$ cat src/rtl/vector_strip_counter_if.sv
// Interface between the vector control unit / execute stage and the strip-mining counter.
// master drives load/len/en/abort; slave is the counter that presents chunks.
interface vector_strip_counter_if #(
  parameter int N     = 32,
  parameter int LANES = 4
);
  logic             load;
  logic [N-1:0]     len;
  logic             en;
  logic             abort;
  logic             busy;
  logic             chunk_valid;
  logic [N-1:0]     base_idx;
  logic [LANES-1:0] lane_mask;
  logic             last;
  logic [N-1:0]     remaining;
  logic             done;

  modport master (
    output load, len, en, abort,
    input  busy, chunk_valid, base_idx, lane_mask, last, remaining, done
  );

  modport slave (
    input  load, len, en, abort,
    output busy, chunk_valid, base_idx, lane_mask, last, remaining, done
  );
endinterface

$ cat src/rtl/vector_strip_counter.sv
// Loadable down-counter that strip-mines a len-element vector into LANES-wide chunks.
//   state | meaning
//   IDLE  | no vector in flight, outputs quiet
//   RUN   | presenting a chunk, advances on en, abort returns to IDLE
//   DONE  | one-cycle done pulse, can accept the next load
module vector_strip_counter #(
  parameter int N     = 32,
  parameter int LANES = 4
) (
  input logic                   clk,
  input logic                   rst,
  vector_strip_counter_if.slave bus
);
  typedef enum logic [1:0] {
    ST_IDLE = 2'd0,
    ST_RUN  = 2'd1,
    ST_DONE = 2'd2
  } state_t;

  localparam logic [N-1:0] LANES_N = N'(LANES);

  state_t       state_q, state_d;
  logic [N-1:0] remaining_q, remaining_d;
  logic [N-1:0] base_q, base_d;
  logic         last_w;

  assign last_w = (remaining_q <= LANES_N);

  always_ff @(posedge clk) begin
    if (!rst) begin
      state_q     <= ST_IDLE;
      remaining_q <= '0;
      base_q      <= '0;
    end else begin
      state_q     <= state_d;
      remaining_q <= remaining_d;
      base_q      <= base_d;
    end
  end

  always_comb begin
    state_d     = state_q;
    remaining_d = remaining_q;
    base_d      = base_q;
    case (state_q)
      ST_IDLE, ST_DONE: begin
        state_d = ST_IDLE;
        if (bus.load) begin
          base_d = '0;
          if (bus.len != '0) begin
            state_d     = ST_RUN;
            remaining_d = bus.len;
          end else begin
            state_d     = ST_DONE;
            remaining_d = '0;
          end
        end
      end
      ST_RUN: begin
        if (bus.abort) begin
          state_d     = ST_IDLE;
          remaining_d = '0;
          base_d      = '0;
        end else if (bus.en) begin
          // the last check guarantees remaining - LANES never underflows
          if (last_w) begin
            state_d     = ST_DONE;
            remaining_d = '0;
          end else begin
            remaining_d = remaining_q - LANES_N;
            base_d      = base_q + LANES_N;
          end
        end
      end
      default: begin
        state_d     = ST_IDLE;
        remaining_d = '0;
        base_d      = '0;
      end
    endcase
  end

  always_comb begin
    bus.busy        = (state_q == ST_RUN);
    bus.chunk_valid = (state_q == ST_RUN);
    bus.base_idx    = (state_q == ST_RUN) ? base_q : '0;
    bus.last        = (state_q == ST_RUN) && last_w;
    bus.remaining   = remaining_q;
    bus.done        = (state_q == ST_DONE);
    for (int i = 0; i < LANES; i++) begin
      bus.lane_mask[i] = (state_q == ST_RUN) && (remaining_q > N'(i));
    end
  end
endmodule
$ cat src/flat_wrapper.sv
// flat-port wrapper written by rule: the top's interface ports become plain ports
module vector_strip_counter_flat 
#(
  parameter int N     = 32,
  parameter int LANES = 4
)
  (clk, rst, bus_load, bus_len, bus_en, bus_abort, bus_busy, bus_chunk_valid, bus_base_idx, bus_lane_mask, bus_last, bus_remaining, bus_done);
  vector_strip_counter_if #(.N(N), .LANES(LANES)) bus_i ();
  input logic clk;
  input logic rst;
  input wire logic [$bits(bus_i.load)-1:0] bus_load;
  input wire logic [$bits(bus_i.len)-1:0] bus_len;
  input wire logic [$bits(bus_i.en)-1:0] bus_en;
  input wire logic [$bits(bus_i.abort)-1:0] bus_abort;
  output wire logic [$bits(bus_i.busy)-1:0] bus_busy;
  output wire logic [$bits(bus_i.chunk_valid)-1:0] bus_chunk_valid;
  output wire logic [$bits(bus_i.base_idx)-1:0] bus_base_idx;
  output wire logic [$bits(bus_i.lane_mask)-1:0] bus_lane_mask;
  output wire logic [$bits(bus_i.last)-1:0] bus_last;
  output wire logic [$bits(bus_i.remaining)-1:0] bus_remaining;
  output wire logic [$bits(bus_i.done)-1:0] bus_done;
  assign bus_i.load = bus_load;
  assign bus_i.len = bus_len;
  assign bus_i.en = bus_en;
  assign bus_i.abort = bus_abort;
  assign bus_busy = bus_i.busy;
  assign bus_chunk_valid = bus_i.chunk_valid;
  assign bus_base_idx = bus_i.base_idx;
  assign bus_lane_mask = bus_i.lane_mask;
  assign bus_last = bus_i.last;
  assign bus_remaining = bus_i.remaining;
  assign bus_done = bus_i.done;
  vector_strip_counter #(.N(N), .LANES(LANES)) u_core (.clk(clk), .rst(rst), .bus(bus_i));
endmodule
$ cat config.mk
export PLATFORM = sky130hd
export DESIGN_NAME = vector_strip_counter_flat
export DESIGN_NICKNAME = d
export VERILOG_FILES = /design/src/rtl/vector_strip_counter_if.sv /design/src/rtl/vector_strip_counter.sv /design/src/flat_wrapper.sv
export SDC_FILE = /design/constraint.sdc
export NUM_CORES = 1
export LEC_CHECK = 0
export BUFFER_PORTS_ARGS = -buffer_cell sky130_fd_sc_hd__buf_2
export CAP_MARGIN = 20
export CORE_UTILIZATION = 53
export CTS_CLUSTER_SIZE = 12
export DETAILED_ROUTE_END_ITERATION = 8
export GPL_TIMING_DRIVEN = 0
export PLACE_DENSITY = 0.8
export SLEW_MARGIN = 20
export SYNTH_ARGS = -nofsm -noshare
export SYNTH_HDL_FRONTEND = slang
export SYNTH_SLANG_ARGS = --single-unit
$ cat constraint.sdc
create_clock -name clk -period 3.4 [get_ports clk]
set_input_delay 0.51 -clock clk [delete_from_list [all_inputs] [get_ports clk]]
set_output_delay 0.51 -clock clk [all_outputs]
set_load 0.02 [all_outputs]
# [After elaboration in Yosys (flattened, before gate mapping)]
# Index checks and enable logic that the tools add are counted.
[totals] elab_cells=45 register_bits=66 input_bits=37 output_inout_bits=72
[classes] add_sub_neg=2 n_eq_ne=6 order_cmp=5 n_reduce_logical=11 n_mux=18
[op_table] cell="$mux W32" count=10
[op_table] cell="$pmux W32 S2" count=2
[op_table] cell="$gt A32 B1 Y1 const B" count=2
[op_table] cell="$gt A32 B2 Y1 const B" count=2
[op_table] cell="$add A32 B3 Y32 const B" count=1
[op_table] cell="$le A32 B3 Y1 const B" count=1
[op_table] cell="$reduce_bool A32 Y1" count=1
[op_table] cell="$sub A32 B3 Y32 const B" count=1
[op_table] cell="$mux W2" count=5
[op_table] cell="$ne A3 B3 Y1 const B" count=2
[op_table] cell="$logic_and A1 B1 Y1" count=5
[op_table] cell="$pmux W2 S2" count=1
[op_table] cell="$reduce_and A2 Y1" count=2
[op_table] cell="$ne A3 B2 Y1 const B" count=1
[op_table] cell="$reduce_and A3 Y1" count=1
[op_table] cell="$eq A2 B1 Y1 const B" count=1
[op_table] cell="$eq A2 B2 Y1 const B" count=1
[op_table] cell="$logic_not A2 Y1" count=1
[op_table] cell="$ne A2 B2 Y1 const B" count=1
[op_table] cell="$reduce_or A2 Y1" count=1

# [Logic depth before layout (Yosys ltp)]
# Gate-level depths: netlist of run 1.
[depth] depth_word=5 depth_mapped=9 depth_no_buf=8

# [Worst setup path before layout of run 1]
# Ideal clock, no wire load.
[synth_path] path_kind="register to output" start="register u_core.remaining_q[2], in the netlist u_core.bus.remaining[2]" end="output port bus_lane_mask[1]" n_path_buf=1 slack_ps=503 required_ps=2890 arrival_time_ps=2387 stages_incl_launch_ff=9 cell_sequence="dfxtp_1 inv_1 ha_1 or4b_2 buf_2 nor4_1 nand2_1 o22ai_1 a21oi_1"
[synth_via] elab_chain_cells=2
[synth_lines] element="start: declaration" line_no="vector_strip_counter.sv:23" text="logic [N-1:0] remaining_q, remaining_d;"
[synth_lines] element="start signal: assignment" line_no="vector_strip_counter.sv:36" text="remaining_q <= remaining_d;"
[synth_lines] element="$gt A32 B1 Y1" line_no="vector_strip_counter.sv:91" text="bus.lane_mask[i] = (state_q == ST_RUN) && (remaining_q > N'(i));"
[synth_lines] element="$logic_and A1 B1 Y1" line_no="vector_strip_counter.sv:91"
[synth_lines] element="end: declaration" line_no="flat_wrapper.sv:18" text="output wire logic [$bits(bus_i.lane_mask)-1:0] bus_lane_mask;"
# Every way passes these cells.

# [Worst setup path in the final report of run 1]
# Ends and elaborated chain as after synthesis.

==> results of run 1 <==
-- power groups by stage --
stage               logic [mW]  clock network (mW)  registers [mW]
detailed placement       0.478                   0           0.833
CTS                      0.486               0.686           0.816
finish                   0.508               0.687           0.819
global placement         0.471                   0           0.831
global route             0.548               0.719           0.823
floorplan                0.301                   0           0.855
-- repair_timing --
item / CTS / global route
setup buffers: 0 / 2
gates resized for setup: 2 / 10
endpoints found under the setup margin: 3 / 3
pin swaps: 0 / 2
hold endpoints to repair: 0 / 0
hold buffers: 0 / 0
-- area by class of cell --
type	count	area share, %
Buffer	34	3.12
Clock buffer	14	3.30
Clock inverter	2	0.761
Inverter	9	0.685
Multi-Input combinational cell	417	52.7
Sequential cell	64	26.0
Tap cell	99	2.51
Timing Repair Buffer	107	11.0
-- critical path: stages, from the launching register on --
cell	delay, ns
dfxtp_2	0.38
inv_2	0.10
ha_2	0.22
or4b_2	0.61
buf_4	0.20
nor4_4	0.43
nand2_2	0.14
o21ai_0	0.22
a21oi_1	0.06
buf_2	0.16
-- flip-flops by register name, summed over array words and instances, names as in the netlist --
name,cells
u_core.state_q,2
u_core.base_q,30
u_core.bus.remaining,32
-- routing by layer --
layer	wire (um)	track usage [%]	vias to the layer above
met3	1170	7.66	31
met2	6200	55.4	250
met1	5220	40.7	2196
met5	0	0	-
met4	291	15.2	0
li1	-	-	2205
-- through the flow --
| step | power, mW | instances | util, % | TNS [ns] |
|---|---|---|---|---|
| after floorplan | 1.16 | 524 | - | 0 |
| after global placement | 1.30 | 728 | 64.2 | -0.113 |
| after detailed placement | 1.31 | 728 | 64.2 | -0.382 |
| after CTS | 1.99 | 744 | 67.2 | 0 |
| after global routing | 2.09 | 746 | 67.7 | -0.107 |
| final | 2.01 | 746 | 67.7 | 0 |
-- cells by family (layout without fill, tap and decap cells) --
kind of cell               count (synthesis)  count (layout)
and+or+nand+nor                          254             254
AOI/OAI and AO/OA                        125             125
DFF                                       64              64
buffers and inverters                     43             166
xor gates and xnor gates                  29              29
muxes                                      4               4
adders and majority gates                  3               3
other                                      1               2
-- worst max path at each step --
stage                                  from               end  slack (ns)  cells after the start
finish              u_core.bus.remaining[2]  bus_lane_mask[1]        0.03                      9
global route        u_core.bus.remaining[2]  bus_lane_mask[3]       -0.05                      9
CTS                 u_core.bus.remaining[2]  bus_lane_mask[1]        0.03                      9
detailed placement  u_core.bus.remaining[2]  bus_lane_mask[1]       -0.16                      9
global placement    u_core.bus.remaining[2]  bus_lane_mask[1]       -0.07                      9
floorplan           u_core.bus.remaining[2]  bus_lane_mask[1]        0.50                      8
-- Yosys cell counts, types with 4 or more instances --
cell	count	area, sq um
nor3_1	38	190
or4_1	7	52.6
dfxtp_1	64	1280
nand4_1	5	31.3
o21a_1	6	45.0
and2_1	34	213
mux2i_1	4	40.0
and3_1	5	31.3
nand3_1	19	95.1
o211ai_1	6	45.0
a31oi_1	5	31.3
nor2_1	43	161
o21ai_0	20	100
a222oi_1	17	170
inv_1	8	30.0
nor4_1	22	138
xor2_1	19	166
nor2b_1	5	31.3
a21oi_1	33	165
or3_1	17	106
nand2_1	38	143
clkbuf_1	25	93.8
nand2b_1	4	25.0
a22oi_1	9	67.6
buf_2	4	20.0
xnor2_1	10	87.6
==> reports/qor.txt, run 1 <==
Dominant synthesized flop cell: dfxtp_1
Power density over the cells: 408 nW/um^2
CTS root buf: clkbuf_8
Comb power frac: 25.2%
DRC errors left: 0
Max Slew Vio Count: 0
Global-route wire length before repair: 20.1 mm
Worst Hold Launch: bus_len[7]
Hold path depth: 3
Port Buffer Count: 105
FF+latch count, synth: 64
YS warnings: 0
DRT iter0 DRCs: 499
Pint: 1.34 mW
Die area: 7960 sq um
CTS max path bufs: 2
Worst EP required: 2.89 ns
Tightest Hold Check Type: in2reg
Setup violators final: 0
Simple-Gate Fraction of Synth Area: 33.9%
Sequential area share after synthesis: 31.8%
Antenna violations before repair: 0
Leakage power: 2.04 nW
Worst setup path class: reg2out
Fraction of registers with async set/reset: 0%
Non-Filler Cell Area, Final: 4930 sq um
Max Cap Viol: 0
Per-cell routed wire length: 17.3 um
Vias in the first global route: 4170
Crit-path max FO: 10
Post-DP HPWL: 9.33 mm
Post-synthesis mux area share: 0.993%
Routed WL: 12.9 mm
CP Capture Type: primary output
Slack of the worst reg-to-reg path: 0.34 ns
Synthesis-to-layout area growth: 22.4%
Clock Power Share: 34.1%
Area of the core: 7290 sq um
R2R Path Start: u_core.bus.remaining[8]
Hold worst-path end: u_core.bus.remaining[7]
R2R depth: 8
Critical path arrival: 2.86 ns
Largest net degree at the start of global routing: 12
Synth Area in Compound Gates: 21.4%
EDFF count, synth: 0
RePlAce Congestion: 0.905
Sink Count: 64
Drt via density: 6.28
Router iterations before antenna repair: 5
Hold Vio Cnt, Final: 0
Worst-Margin Slew: 0.967 ns
Final hold slack: 0.414 ns
N_diodes: 0
Starting Density: 55.3%
Tmin final: 3.37 ns
R2r endpoint: u_core.bus.remaining[9]
Synth Cell Area: 4030 sq um
Post-layout net count: 682
Final ANT Viol Nets: 0
IO Pins: 109
Most common cell after layout, fill and taps aside: buf_2
Most frequent cells in the layout: buf_2, dfxtp_1, nor2_1
Remaining global-route overflow: 0
Die Span Y: 89.2 um
Highest ir drop seen on vdd: 0.232 mV
CTS buffer count: 9
CTS H-tree depth: 3
Layout cells sized above 1: 22.7%
Mean post-synth cell area: 7.71 sq um
Pre-CTS setup slack: -0.155 ns
Cells after synthesis: 523
Slew headroom: 35.2%
Vias: 4682
Max Freq: 0.297 GHz
Skew final: 0.00680 ns
Post-synthesis adder-cell area fraction: 0.931%
Gr usage total: 33.2%
Seq. cell area: 1280 sq um
CTS tree: done
# fillers: 692
Post-Place Cell Area: 4680 sq um
Unrepaired setup endpoints after global routing: true
PnR worst setup slack: 0.0285 ns
Startpoint Class: flip-flop
Fin crit share: 99.2%
Std-Cell Rows: 31
Switching part of the total: 33.6%
Multi-input logic area: 2600 sq um
Post-synth cell types: 60
Sw Pwr: 676 uW
Clock Latency Late Sink: 0.35 ns
Main combinational cell family by area after synthesis: simple AND/OR/NAND/NOR gates
Clock-pin slew on the worst setup and hold paths: 0.07 ns
Status: complete, no violations
Reg power frac: 40.7%
Chip width: 89.2 um
Fraction of synthesized cell area in xor and xnor cells: 6.30%
(Power assumes the default switching activity.)
==> inputs of run 2 (changes only) <==
MAX_ROUTING_LAYER = met4   (was default)
==> reports/qor.txt, run 2 (same netlist as run 1, synthesis figures left out) <==
Die area: 7960 sq um (unchanged)
Worst setup path class: reg2out
Final ANT Viol Nets: 0 (unchanged)
Skew final: 0.0121 ns (+0.00525 ns)
Area of the core: 7290 sq um (unchanged)
Setup violators final: 0 (unchanged)
PnR worst setup slack: 0.0731 ns (+0.0446 ns)
Leakage power: 2.03 nW (-0.11%)
Critical path's largest stage delay: 0.58 ns (-0.03 ns)
IO Pins: 109 (unchanged)
Starting Density: 55.3% (unchanged)
Multi-input logic area: 2590 sq um (-0.24%)
CP Capture Type: primary output
Slew headroom: 39.4% (+4.2 points)
Critical path arrival: 2.82 ns (-0.04 ns)
Layout cells sized above 1: 22.5% (-0.19 points)
Die Span Y: 89.2 um (unchanged)
Gr usage total: 33.2% (-0.057 points)
Routed WL: 12.6 mm (-2.2%)
Drt via density: 6.20 (-1.3%)
Vias in the first global route: 3988 (-4.4%)
CTS H-tree depth: 3 (unchanged)
# fillers: 683 (-1.3%)
Finished Layout Cells: 747 (+0.13%)
Post-layout net count: 683 (+0.15%)
Vias: 4628 (-1.2%)
Max Slew Vio Count: 0 (unchanged)
CP Cell Sequence: inv_1 > ha_2 > or4b_2 > buf_4 > nor4_4 > nand2_2 > o22ai_1 > a21oi_1 > buf_2
Remaining global-route overflow: 0 (unchanged)
Crit-path max FO: 10 (unchanged)
Sink Count: 64 (unchanged)
CTS tree: done
Router iterations before antenna repair: 7 (+2)
Max FFs per register: 32 (unchanged)
Worst-Margin Slew: 0.900 ns (-0.0666 ns)
Pre-CTS setup slack: -0.106 ns (+0.0491 ns)
Most frequent cells in the layout: buf_2, dfxtp_1, nor2_1
Max Cap Viol: 0 (unchanged)
CTS root buf: clkbuf_8
Hold Vio Cnt, Final: 0 (unchanged)
Per-cell routed wire length: 16.9 um (-2.3%)
Tmin final: 3.33 ns (-0.0446 ns)
N_diodes: 0 (unchanged)
Clock-pin slew on the worst setup and hold paths: 0.07 ns (about the same)
Tightest Hold Check Type: in2reg
Final hold slack: 0.417 ns (+0.00338 ns)
Post-DP HPWL: 9.30 mm (-0.36%)
Antenna violations before repair: 0 (unchanged)
CTS max path bufs: 2 (unchanged)
Power density over the cells: 401 nW/um^2 (-1.8%)
Global-route wire length before repair: 19.5 mm (-3.1%)
Slowest CP cell: or4b_2
Most common cell after layout, fill and taps aside: buf_2
Chip width: 89.2 um (unchanged)
Fin crit share: 97.8% (-1.3 points)
Startpoint Class: flip-flop
Port Buffer Count: 105 (unchanged)
Std-Cell Rows: 31 (unchanged)
Placed cell count: 728 (unchanged)
DRC errors left: 0 (unchanged)
Seq. cell area: 1280 sq um (about the same)
Synthesis-to-layout area growth: 22.1%
Clock Latency Late Sink: 0.36 ns (about the same)
Status: complete, no violations
Quantity of hold-fixing buffers added after cts: 0 (unchanged)
Max Freq: 0.301 GHz (+1.3%)
Highest ir drop seen on vdd: 0.249 mV (+7.0%)
Worst EP required: 2.89 ns (about the same)
CTS buffer count: 9 (unchanged)
DRT iter0 DRCs: 436 (-13%)
RePlAce Congestion: 0.928 (+2.5%)
Largest net degree at the start of global routing: 12 (unchanged)
Final Core Density: 67.5% (-0.17 points)
-- run 2: changes by cell type in the layout (fill, tap and decap cells not counted), moves of 2 or more --
| cell | change |
|---|---|
| clkbuf_1 | -2 |
| clkinv_2 | +3 |
| inv_1 | +2 |
| clkbuf_8 | -2 |
| inv_2 | -2 |
-- run 2: final cells by class --
type	count	area share, %
Timing Repair Buffer	108	11.1
Inverter	9	0.686
Buffer	34	3.13
Clock inverter	6	1.22
Tap cell	99	2.52
Clock buffer	10	2.59
Multi-Input combinational cell	417	52.7
Sequential cell	64	26.1
-- run 2: path summary, 6_finish.rpt --
check	cells past startpoint	slack [ns]	end	start
worst max-delay path	9	0.07	bus_lane_mask[1]	u_core.bus.remaining[3]
worst min-delay path	3	0.42	u_core.bus.remaining[7]	bus_len[7]
worst max register to register	8	0.40	u_core.bus.remaining[29]	u_core.bus.remaining[8]
worst min register to register	2	0.50	u_core.base_q[29]	u_core.base_q[29]
-- run 2: timing repair --
item / CTS / global route
endpoints found under the setup margin: 3 / 2
gates resized for setup: 2 / 6
gates cloned: 0 / 0
pin swaps: 0 / 1
buffers inserted: 0 / 3
-- run 2: worst max-delay path, delay by kind of cell (launching register included) --
kind / cells / cell delay [ns]
AND/OR/NAND/NOR: 3 / 1.13
adder cells (fa/ha/maj): 1 / 0.21
AO/OA/AOI/OAI: 2 / 0.24
buffers and inverters: 3 / 0.48
flip-flops: 1 / 0.38
-- run 2: power breakdown --
part | internal, mW | leakage (nW) | switching, mW
Clock | 0.335 | 0.0920 | 0.311
Sequential | 0.776 | 0.521 | 0.0418
Combinational | 0.183 | 1.42 | 0.326
-- run 2: through the flow --
step / setup TNS [ns] / power [mW] / instance area (sq um)
global route: -0.0200 / 2.05 / 4920
floorplan: 0 / 1.16 / 4030
finish: 0 / 1.97 / 4920
CTS: 0 / 1.95 / 4890
global placement: -0.0473 / 1.30 / 4680
detailed placement: -0.204 / 1.31 / 4680
-- run 2: layer usage --
layer | global-route usage, % | routed length, um
met4 | 17.3 | 361
met3 | 5.08 | 1030
met5 | - | 0
met2 | 52.3 | 5980
met1 | 41.0 | 5230
==> inputs of run 3 (changes only) <==
CTS_BUF_LIST = sky130_fd_sc_hd__clkbuf_8 sky130_fd_sc_hd__clkbuf_16   (was default)
==> reports/qor.txt, run 3 (same netlist as run 1, synthesis figures left out) <==
Area of the core: 7290 sq um (unchanged)
Router iterations before antenna repair: 7 (unchanged)
Die Span Y: 89.2 um (unchanged)
Worst setup path class: reg2out
Routed WL: 12.6 mm (about the same)
Most common cell after layout, fill and taps aside: buf_2
Quantity of hold-fixing buffers added after cts: 0 (unchanged)
Highest ir drop seen on vdd: 0.249 mV (unchanged)
Final Core Density: 67.5% (unchanged)
Fin crit share: 97.8% (unchanged)
CTS max path bufs: 2 (unchanged)
DRT iter0 DRCs: 436 (unchanged)
Slew headroom: 39.4% (unchanged)
Setup violators final: 0 (unchanged)
Drt via density: 6.20 (unchanged)
Comb power frac: 25.8% (about the same)
Chip width: 89.2 um (unchanged)
CTS tree: done
PnR worst setup slack: 0.0731 ns (unchanged)
Pint: 1.29 mW (-0.23%)
Per-cell routed wire length: 16.9 um (about the same)
Vias: 4628 (unchanged)
DRC errors left: 0 (unchanged)
Leakage power: 2.04 nW (+0.20%)
Final hold slack: 0.417 ns (unchanged)
Pre-CTS setup slack: -0.106 ns (unchanged)
Status: complete, no violations
Sink Count: 64 (unchanged)
Port Buffer Count: 105 (unchanged)
Layout cells sized above 1: 22.5% (unchanged)
CTS root buf: clkbuf_8
Max Cap Viol: 0 (unchanged)
Remaining global-route overflow: 0 (unchanged)
CP Capture Type: primary output
Antenna violations before repair: 0 (unchanged)
Worst-Margin Slew: 0.900 ns (unchanged)
Tightest Hold Check Type: in2reg
CTS H-tree depth: 3 (unchanged)
Clock-pin slew on the worst setup and hold paths: 0.07 ns (about the same)
Starting Density: 55.3% (unchanged)
Synthesis-to-layout area growth: 22.1% (unchanged)
Finished Layout Cells: 747 (unchanged)
Skew final: 0.0121 ns (unchanged)
Switching part of the total: 34.5% (+0.064 points)
Worst EP required: 2.89 ns (about the same)
Hold Vio Cnt, Final: 0 (unchanged)
Clock Latency Late Sink: 0.36 ns (about the same)
CTS buffer count: 9 (unchanged)
Largest net degree at the start of global routing: 12 (unchanged)
Reg power frac: 41.5% (about the same)
Max FFs per register: 32 (unchanged)
Startpoint Class: flip-flop
IO Pins: 109 (unchanged)
Die area: 7960 sq um (unchanged)
Final ANT Viol Nets: 0 (unchanged)
Global-route wire length before repair: 19.5 mm (unchanged)
Gr usage total: 33.2% (unchanged)
Std-Cell Rows: 31 (unchanged)
RePlAce Congestion: 0.928 (unchanged)
Placed cell count: 728 (unchanged)
Clock Power Share: 32.6% (about the same)
Max Freq: 0.301 GHz (unchanged)
Sw Pwr: 679 uW (about the same)
N_diodes: 0 (unchanged)
Post-layout net count: 683 (unchanged)
Post-DP HPWL: 9.30 mm (unchanged)
Power density over the cells: 400 nW/um^2 (-0.14%)
Crit-path max FO: 10 (unchanged)
Critical path arrival: 2.82 ns (about the same)
Most frequent cells in the layout: buf_2, dfxtp_1, nor2_1
Total power: 1.97 mW (-0.14%)
Vias in the first global route: 3988 (unchanged)
Tmin final: 3.33 ns (unchanged)
Max Slew Vio Count: 0 (unchanged)
## run 3: final timing paths
kind              cells past startpoint                     from                        to  slack [ns]
setup / recovery                      9  u_core.bus.remaining[3]          bus_lane_mask[1]        0.07
hold / removal                        3               bus_len[7]   u_core.bus.remaining[7]        0.42
setup reg to reg                      8  u_core.bus.remaining[8]  u_core.bus.remaining[29]        0.40
hold reg to reg                       2        u_core.base_q[29]         u_core.base_q[29]        0.50
## run 3: layer usage
metal	up-vias	wire [um]	global-route usage, %
met5	-	0	-
met1	2148	5230	41.0
met3	37	1030	5.08
met2	252	5980	52.3
li1	2191	-	-
met4	0	361	17.3
## run 3: critical path, cell delays in order (launching register included)
cell     delay, ns
dfxtp_1       0.38
inv_1         0.12
ha_2          0.21
or4b_2        0.58
buf_4         0.20
nor4_4        0.41
nand2_2       0.14
o22ai_1       0.16
a21oi_1       0.08
buf_2         0.16
## run 3: area by class of cell
| cell class | count | area (sq um) |
|---|---|---|
| timing repair buffer | 108 | 548 |
| multi-input combinational | 417 | 2590 |
| inverter | 9 | 33.8 |
| buffer | 34 | 154 |
| fill | 683 | 2370 |
| clock buffer | 9 | 124 |
| sequential | 64 | 1280 |
| clock inverter | 7 | 63.8 |
| tap | 99 | 124 |
## run 3: power by group through the flow
| stage | Sequential, mW | Clock (mW) | Combinational, mW |
|---|---|---|---|
| 2_1_floorplan | 0.855 | 0 | 0.301 |
| 3_3_place_gp | 0.832 | 0 | 0.472 |
| 3_5_place_dp | 0.832 | 0 | 0.479 |
| 4_1_cts | 0.816 | 0.647 | 0.487 |
| 5_1_grt | 0.822 | 0.676 | 0.551 |
| 6_report | 0.818 | 0.643 | 0.509 |
## run 3: per-stage QoR
| step | instance area [sq um] | TNS [ns] |
|---|---|---|
| finish | 4920 | 0 |
| global placement | 4680 | -0.0473 |
| floorplan | 4030 | 0 |
| detailed placement | 4680 | -0.204 |
| CTS | 4890 | 0 |
| global route | 4920 | -0.0200 |
## run 3: repair_timing
| action | in CTS | in global routing |
|---|---|---|
| buffers inserted | 0 | 3 |
| gates resized for setup | 2 | 6 |
| pin swaps | 0 | 1 |
| setup endpoints to repair | 3 | 2 |
